### src/rtl/uart_sipo_if.sv
`timescale 1ns/1ps
`default_nettype none
// ============================================================================
// Module   : uart_sipo_if
// Brief    : Serial line, frame config and received-byte bundle for uart_sipo.
// Revision : 1.0
// ============================================================================
interface uart_sipo_if;
    logic       data_rx;
    logic [1:0] parity_type;
    logic [7:0] data_out;
    logic       done_flag;
    logic       active_flag;
    logic       parity_error;
    logic       stop_error;

    modport master (
        output data_rx, parity_type,
        input  data_out, done_flag, active_flag, parity_error, stop_error
    );

    modport slave (
        input  data_rx, parity_type,
        output data_out, done_flag, active_flag, parity_error, stop_error
    );
endinterface
`default_nettype wire

### src/rtl/uart_sipo.sv
`timescale 1ns/1ps
`default_nettype none
// ============================================================================
// Module   : uart_sipo
// Brief    : UART receive deserializer, 16x oversampled, optional parity.
// Revision : 1.0
// ============================================================================
module uart_sipo #(
    parameter int OVERSAMPLE = 16
) (
    input  wire logic   baud_clk,
    input  wire logic   reset_n,
    uart_sipo_if.slave  bus
);

    localparam int c_CNT_W = $clog2(OVERSAMPLE);
    localparam logic [c_CNT_W-1:0] c_CNT_LAST = c_CNT_W'(OVERSAMPLE - 1);
    localparam logic [c_CNT_W-1:0] c_CNT_MID  = c_CNT_W'(OVERSAMPLE / 2 - 1);

    localparam logic [2:0] c_IDLE   = 3'd0;
    localparam logic [2:0] c_START  = 3'd1;
    localparam logic [2:0] c_DATA   = 3'd2;
    localparam logic [2:0] c_PARITY = 3'd3;
    localparam logic [2:0] c_STOP   = 3'd4;

    logic               r_sync1;
    logic               r_rx_s;
    logic               r_rx_prev;
    logic [2:0]         r_state;
    logic [c_CNT_W-1:0] r_cnt;
    logic [2:0]         r_idx;
    logic [7:0]         r_shift;
    logic [1:0]         r_ptype;
    logic               r_p;
    logic [7:0]         r_data_out;
    logic               r_done;
    logic               r_active;
    logic               r_perr;
    logic               r_serr;

    logic [2:0]         w_state_nxt;
    logic [c_CNT_W-1:0] w_cnt_nxt;
    logic [2:0]         w_idx_nxt;
    logic [7:0]         w_shift_nxt;
    logic [1:0]         w_ptype_nxt;
    logic               w_p_nxt;
    logic [7:0]         w_data_nxt;
    logic               w_done_nxt;
    logic               w_active_nxt;
    logic               w_perr_nxt;
    logic               w_serr_nxt;
    logic               w_cnt_end;
    logic               w_par_en;

    assign w_cnt_end = (r_cnt == c_CNT_LAST);
    assign w_par_en  = (r_ptype == 2'b01) || (r_ptype == 2'b10);

    always_comb begin
        w_state_nxt = r_state;
        w_cnt_nxt   = r_cnt;
        w_idx_nxt   = r_idx;
        w_shift_nxt = r_shift;
        w_ptype_nxt = r_ptype;
        w_p_nxt     = r_p;
        w_data_nxt  = r_data_out;
        w_perr_nxt  = r_perr;
        w_serr_nxt  = r_serr;
        w_done_nxt  = 1'b0;

        case (r_state)
            c_IDLE: begin
                w_cnt_nxt = '0;
                if (r_rx_prev && !r_rx_s) begin
                    w_state_nxt = c_START;
                end
            end
            c_START: begin
                if (r_cnt == c_CNT_MID) begin
                    w_cnt_nxt = '0;
                    if (!r_rx_s) begin
                        w_state_nxt = c_DATA;
                        w_idx_nxt   = 3'd0;
                        w_ptype_nxt = bus.parity_type;
                    end else begin
                        // Start bit gone by mid-bit: treat as line noise
                        w_state_nxt = c_IDLE;
                    end
                end else begin
                    w_cnt_nxt = r_cnt + c_CNT_W'(1);
                end
            end
            c_DATA: begin
                if (w_cnt_end) begin
                    w_cnt_nxt   = '0;
                    w_shift_nxt = {r_rx_s, r_shift[7:1]};
                    w_idx_nxt   = r_idx + 3'd1;
                    if (r_idx == 3'd7) begin
                        w_state_nxt = w_par_en ? c_PARITY : c_STOP;
                    end
                end else begin
                    w_cnt_nxt = r_cnt + c_CNT_W'(1);
                end
            end
            c_PARITY: begin
                if (w_cnt_end) begin
                    w_cnt_nxt   = '0;
                    w_p_nxt     = r_rx_s;
                    w_state_nxt = c_STOP;
                end else begin
                    w_cnt_nxt = r_cnt + c_CNT_W'(1);
                end
            end
            c_STOP: begin
                if (w_cnt_end) begin
                    w_cnt_nxt   = '0;
                    w_data_nxt  = r_shift;
                    w_serr_nxt  = ~r_rx_s;
                    w_done_nxt  = 1'b1;
                    w_state_nxt = c_IDLE;
                    case (r_ptype)
                        2'b10:   w_perr_nxt = ^{r_shift, r_p};
                        2'b01:   w_perr_nxt = ~^{r_shift, r_p};
                        default: w_perr_nxt = 1'b0;
                    endcase
                end else begin
                    w_cnt_nxt = r_cnt + c_CNT_W'(1);
                end
            end
            default: begin
                w_state_nxt = c_IDLE;
                w_cnt_nxt   = '0;
                w_idx_nxt   = 3'd0;
            end
        endcase

        w_active_nxt = (w_state_nxt != c_IDLE);
    end

    always_ff @(posedge baud_clk or negedge reset_n) begin
        if (!reset_n) begin
            r_sync1    <= 1'b1;
            r_rx_s     <= 1'b1;
            r_rx_prev  <= 1'b1;
            r_state    <= c_IDLE;
            r_cnt      <= '0;
            r_idx      <= 3'd0;
            r_shift    <= 8'h00;
            r_ptype    <= 2'b00;
            r_p        <= 1'b0;
            r_data_out <= 8'h00;
            r_done     <= 1'b0;
            r_active   <= 1'b0;
            r_perr     <= 1'b0;
            r_serr     <= 1'b0;
        end else begin
            r_sync1    <= bus.data_rx;
            r_rx_s     <= r_sync1;
            r_rx_prev  <= r_rx_s;
            r_state    <= w_state_nxt;
            r_cnt      <= w_cnt_nxt;
            r_idx      <= w_idx_nxt;
            r_shift    <= w_shift_nxt;
            r_ptype    <= w_ptype_nxt;
            r_p        <= w_p_nxt;
            r_data_out <= w_data_nxt;
            r_done     <= w_done_nxt;
            r_active   <= w_active_nxt;
            r_perr     <= w_perr_nxt;
            r_serr     <= w_serr_nxt;
        end
    end

    assign bus.data_out     = r_data_out;
    assign bus.done_flag    = r_done;
    assign bus.active_flag  = r_active;
    assign bus.parity_error = r_perr;
    assign bus.stop_error   = r_serr;

endmodule
`default_nettype wire

### src/flat_wrapper.sv
// flat-port wrapper written by rule: the top's interface ports become plain ports
module uart_sipo_flat 
#(
    parameter int OVERSAMPLE = 16
)
  (baud_clk, reset_n, bus_data_rx, bus_parity_type, bus_data_out, bus_done_flag, bus_active_flag, bus_parity_error, bus_stop_error);
  uart_sipo_if bus_i ();
  input  wire logic baud_clk;
  input  wire logic reset_n;
  input wire logic [$bits(bus_i.data_rx)-1:0] bus_data_rx;
  input wire logic [$bits(bus_i.parity_type)-1:0] bus_parity_type;
  output wire logic [$bits(bus_i.data_out)-1:0] bus_data_out;
  output wire logic [$bits(bus_i.done_flag)-1:0] bus_done_flag;
  output wire logic [$bits(bus_i.active_flag)-1:0] bus_active_flag;
  output wire logic [$bits(bus_i.parity_error)-1:0] bus_parity_error;
  output wire logic [$bits(bus_i.stop_error)-1:0] bus_stop_error;
  assign bus_i.data_rx = bus_data_rx;
  assign bus_i.parity_type = bus_parity_type;
  assign bus_data_out = bus_i.data_out;
  assign bus_done_flag = bus_i.done_flag;
  assign bus_active_flag = bus_i.active_flag;
  assign bus_parity_error = bus_i.parity_error;
  assign bus_stop_error = bus_i.stop_error;
  uart_sipo #(.OVERSAMPLE(OVERSAMPLE)) u_core (.baud_clk(baud_clk), .reset_n(reset_n), .bus(bus_i));
endmodule
### config.mk
export PLATFORM = sky130hd
export DESIGN_NAME = uart_sipo_flat
export DESIGN_NICKNAME = d
export VERILOG_FILES = /design/src/rtl/uart_sipo_if.sv /design/src/rtl/uart_sipo.sv /design/src/flat_wrapper.sv
export SDC_FILE = /design/constraint.sdc
export NUM_CORES = 1
export LEC_CHECK = 0
export BUFFER_PORTS_ARGS = -buffer_cell sky130_fd_sc_hd__buf_4
export CAP_MARGIN = 20
export CORE_ASPECT_RATIO = 0.6
export CORE_UTILIZATION = 30
export DETAILED_ROUTE_END_ITERATION = 7
export PLACE_DENSITY_LB_ADDON = 0.05
export SLEW_MARGIN = 20
export SYNTH_ARGS = -nofsm -noshare
export SYNTH_HDL_FRONTEND = slang
export SYNTH_SLANG_ARGS = --single-unit
### constraint.sdc
create_clock -name baud_clk -period 2.1 [get_ports baud_clk]
set_input_delay 0.105 -clock baud_clk [delete_from_list [all_inputs] [get_ports baud_clk]]
set_output_delay 0.105 -clock baud_clk [all_outputs]
set_load 0.005 [all_outputs]
==> impl_summary.txt <==
----------------------------------------------------
[Clocking]
  TritonCTS clock tree ... yes
  Number of sinks handled by clock tree synthesis ... 36
  Maximum level of the CTS H-tree ... 2
  Number of buffers created by CTS ... 5
  Cts repair resizes ... 0
  Root cell of the clock tree ... sky130_fd_sc_hd__clkbuf_8
  Clock transition at path regs ... 0.07 ns
  Worst skew pair latency ... 0.28 ns
  Clock buffer depth ... 2

[Drt]
  Count of unresolved DRC violations after routing ... 0
  Initial DRT Pass Iterations ... 5
  Remaining antenna violation count after routing ... 0
  WL final ... 3180 um
  Via count ... 1118
  Number of vias per cell after detailed routing ... 4.72
  Routed length per instance ... 13.4 um
  Iter 0 DRT Violations ... 22

[Timing]
  Fin. Hold Viols ... 0
  Unrepaired setup endpoints after global routing ... false
  Clock Skew ... 0.00534 ns
  Final total negative setup slack ... 0 ns
  Final number of setup-violating endpoints ... 0
  Maximum clock frequency ... 0.531 GHz
  Slew Limit Fails ... 0
  Final worst setup slack ... 0.216 ns
  Worst relative slew slack ... 0.691
  Final worst path period share ... 0.897
  Actual slew at the worst max-slew pin ... 0.463 ns
  Shortest clock period the worst path allows after layout ... 1.88 ns

[Floorplanning]
  Starting density of the core ... 0.322
  Die Height ... 59.9 um
  Area inside the core boundary ... 5200 um^2
  I/O pin count ... 17
  Standard-cell row count ... 20
  Die X ... 98.5 um
  Area of the die ... 5900 um^2

[Finish]
  Syn-to-layout area delta ... 17.1%
  Share of layout cells above drive strength 1 ... 0.251
  Antenna cells ... 0
  Area of the multi-input gates ... 712 um^2
  Fill cell count ... 525
  Total Nets Final ... 180
  Final instance area ... 1960 um^2
  Reg area ... 905 um^2

[Worst setup path]
  CP Launch Type ... flip-flop
  CP top delay family ... simple AND/OR/NAND/NOR gates
  Worst setup path category ... flip-flop to flip-flop
  Crit path arrival time ... 2.04 ns
  Slowest stage delay, CP ... 0.40 ns
  Cell Chain, Critical Path ... ha_1 > nand3_1 > or3_1 > o211ai_2 > or3b_1
  Worst path buffer plus inverter count ... 0
  Maximum fanout along the worst path ... 10
  Critical-path top delay cell ... sky130_fd_sc_hd__dfrtp_1
  Path length in cells of the critical path ... 5
  Worst endpoint required time ... 2.25 ns
  FF-to-FF path depth ... 5
  Worst setup EP type ... flip-flop

[Worst hold path]
  Number of instances on the worst hold path ... 2
  Min-delay worst type ... input pin to flip-flop

[GRT]
  Global-route wire length before repair ... 5420 um
  Via count of the first global-routing pass ... 1073
  Number of antenna violations at the first check in global routing ... 0
  Gr ovfl total ... 0
  Maximum number of pins on one net before global-route repair ... 37
  Aggregate global-route resource usage ... 0.125

[Placement]
  I/O Buffers ... 16
  GPL Wtd Cong ... 0.796
  Cell area after placement ... 1860 um^2
  Placed wire-length estimate after detailed placement ... 2270 um
  Dpl ws ... 0.225 ns

[Pwr]
  Power Density ... 886 nW/um^2
  Static leakage ... 0.981 nW
  Worst-case vdd ir drop ... 219 uV

[Flow run]
  Max-cap check violation count ... 0

[Synthesis]
  Number of warnings printed during yosys synthesis ... 0
  Cell count after synthesis ... 149
  Number of synthesized register bits ... 36
  Seq/Total Area, Yosys ... 0.540
  Synth Net Count ... 159
  Avg Cell Area, Syn ... 11.2 um^2
  Total standard cell area after synthesis ... 1680 um^2
  Count of distinct cell types in the synthesized netlist ... 32

[Run status]
  Status ... finished clean

----------------------------------------------------
## synth_stat cells
| cell | instances | area [um^2] |
|---|---|---|
| sky130_fd_sc_hd__o211ai_2 | 1 | 12.5 |
| sky130_fd_sc_hd__nand3_1 | 6 | 30.0 |
| sky130_fd_sc_hd__or3_1 | 1 | 6.26 |
| sky130_fd_sc_hd__xnor3_1 | 2 | 45.0 |
| sky130_fd_sc_hd__a21oi_1 | 4 | 20.0 |
| sky130_fd_sc_hd__and3_1 | 1 | 6.26 |
| sky130_fd_sc_hd__nor3b_2 | 1 | 12.5 |
| sky130_fd_sc_hd__xor3_1 | 1 | 23.8 |
| sky130_fd_sc_hd__nand4_1 | 4 | 25.0 |
| sky130_fd_sc_hd__buf_4 | 1 | 7.51 |
| sky130_fd_sc_hd__clkbuf_2 | 1 | 5.00 |
| sky130_fd_sc_hd__nor3_1 | 3 | 15.0 |
| sky130_fd_sc_hd__buf_2 | 4 | 20.0 |
| sky130_fd_sc_hd__ha_1 | 5 | 62.6 |
| sky130_fd_sc_hd__a22o_1 | 3 | 26.3 |
| sky130_fd_sc_hd__mux2_2 | 12 | 135 |
| sky130_fd_sc_hd__xnor2_1 | 3 | 26.3 |
| sky130_fd_sc_hd__dfstp_2 | 3 | 78.8 |
| sky130_fd_sc_hd__or3b_1 | 2 | 17.5 |
| sky130_fd_sc_hd__o21ai_0 | 8 | 40.0 |
| sky130_fd_sc_hd__xor2_1 | 3 | 26.3 |
| sky130_fd_sc_hd__nor2b_1 | 1 | 6.26 |
| sky130_fd_sc_hd__nand2b_1 | 1 | 6.26 |
| sky130_fd_sc_hd__inv_1 | 7 | 26.3 |
| sky130_fd_sc_hd__and4bb_2 | 1 | 12.5 |
| sky130_fd_sc_hd__dfrtp_1 | 33 | 826 |
| sky130_fd_sc_hd__a21boi_0 | 1 | 7.51 |
| sky130_fd_sc_hd__nor3_2 | 1 | 10.0 |
| sky130_fd_sc_hd__nor2_1 | 3 | 11.3 |
| sky130_fd_sc_hd__o21a_1 | 1 | 7.51 |
| sky130_fd_sc_hd__nand2_1 | 30 | 113 |
| sky130_fd_sc_hd__a21o_1 | 1 | 7.51 |
## cell families (layout without fill, tap and decap cells)
logic type / Yosys count / in the layout / share of synthesized area
and+or+nand+nor: 55 / 55 / 0.162
buffers and inverters: 13 / 35 / 0.0351
AOI/OAI and AO/OA: 19 / 19 / 0.0725
adders and majority gates: 5 / 5 / 0.0373
DFF: 36 / 36 / 0.540
muxes: 12 / 12 / 0.0807
xor gates and xnor gates: 9 / 9 / 0.0724
## state kept, by name, summed over array words and instances, names as in the netlist, 2 cells and up
name / cells
u_core.bus.data_out: 8
u_core.r_shift: 8
u_core.r_cnt: 4
u_core.r_idx: 3
u_core.r_state: 3
u_core.r_ptype: 2
## final timing paths
| check | start | end | slack (ns) |
|---|---|---|---|
| worst max register to register | u_core.r_cnt[0]$_DFF_PN0_ | u_core.bus.active_flag$_DFF_PN0_ | 0.22 |
| min in group asynchronous | reset_n | u_core.bus.data_out[7]$_DFFE_PN0P_ | 0.32 |
| worst max-delay path | u_core.r_cnt[0]$_DFF_PN0_ | u_core.bus.active_flag$_DFF_PN0_ | 0.22 |
| max in group asynchronous | reset_n | u_core.r_rx_prev$_DFF_PN1_ | 1.43 |
| worst min register to register | u_core.r_sync1$_DFF_PN1_ | u_core.r_rx_s$_DFF_PN1_ | 0.35 |
| worst min-delay path | bus_parity_type[1] | u_core.r_ptype[1]$_DFFE_PN0P_ | 0.06 |
## cell usage in the layout, fill, tap and decap left out, types with 2 or more instances in the layout
cell type                       netlist  final
sky130_fd_sc_hd__dfrtp_1             33     33
sky130_fd_sc_hd__nand2_1             30     30
sky130_fd_sc_hd__buf_4                1     18
sky130_fd_sc_hd__mux2_2              12     12
sky130_fd_sc_hd__o21ai_0              8      8
sky130_fd_sc_hd__inv_1                7      7
sky130_fd_sc_hd__nand3_1              6      6
sky130_fd_sc_hd__ha_1                 5      5
sky130_fd_sc_hd__clkbuf_8             0      5
sky130_fd_sc_hd__a21oi_1              4      4
sky130_fd_sc_hd__nand4_1              4      4
sky130_fd_sc_hd__xor2_1               3      3
sky130_fd_sc_hd__nor3_1               3      3
sky130_fd_sc_hd__nor2_1               3      3
sky130_fd_sc_hd__xnor2_1              3      3
sky130_fd_sc_hd__a22o_1               3      3
sky130_fd_sc_hd__dfstp_2              3      3
sky130_fd_sc_hd__or3b_1               2      2
sky130_fd_sc_hd__xnor3_1              2      2
sky130_fd_sc_hd__clkbuf_1             0      2
sky130_fd_sc_hd__dlygate4sd3_1        0      2
## metrics by stage
step / utilization / hold WS [ns] / instances / total power [mW]
after global routing: 0.377 / 0.0537 / 237 / 1.87
after global placement: 0.357 / 0.0920 / 227 / 1.29
after detailed placement: 0.357 / 0.100 / 227 / 1.28
after CTS: 0.377 / 0.0500 / 237 / 1.77
final: 0.377 / 0.0593 / 237 / 1.74
after floorplan: - / -0.191 / 149 / 1.17
## what timing repair did
action                                 4_1_cts  5_1_grt
hold buffers                                 2        0
endpoints found under the hold margin       34        0
buffers inserted                             0        0
## per-layer routing
layer  global-route usage  up-vias  wire (um)
li1                     -      549          -
met4               0.0512        0         31
met1                0.183      539       1700
met3               0.0468        5        199
met2                0.163       25       1250
met5                    0        -          0
## cell type report
cell class | count | share of cell area
clock inverter | 1 | 0.00255
timing repair buffer | 20 | 0.0791
inverter | 7 | 0.0134
clock buffer | 7 | 0.0389
sequential | 36 | 0.461
tap | 66 | 0.0421
multi-input combinational | 100 | 0.363
## power breakdown
part / internal, mW / leakage, nW / switching, mW / total [mW]
clock: 0.233 / 0.0422 / 0.235 / 0.468
sequential: 0.787 / 0.478 / 0.122 / 0.909
combinational: 0.169 / 0.461 / 0.193 / 0.362
total: 1.19 / 0.981 / 0.550 / 1.74
No activity file was read; power rests on OpenSTA's default activity.
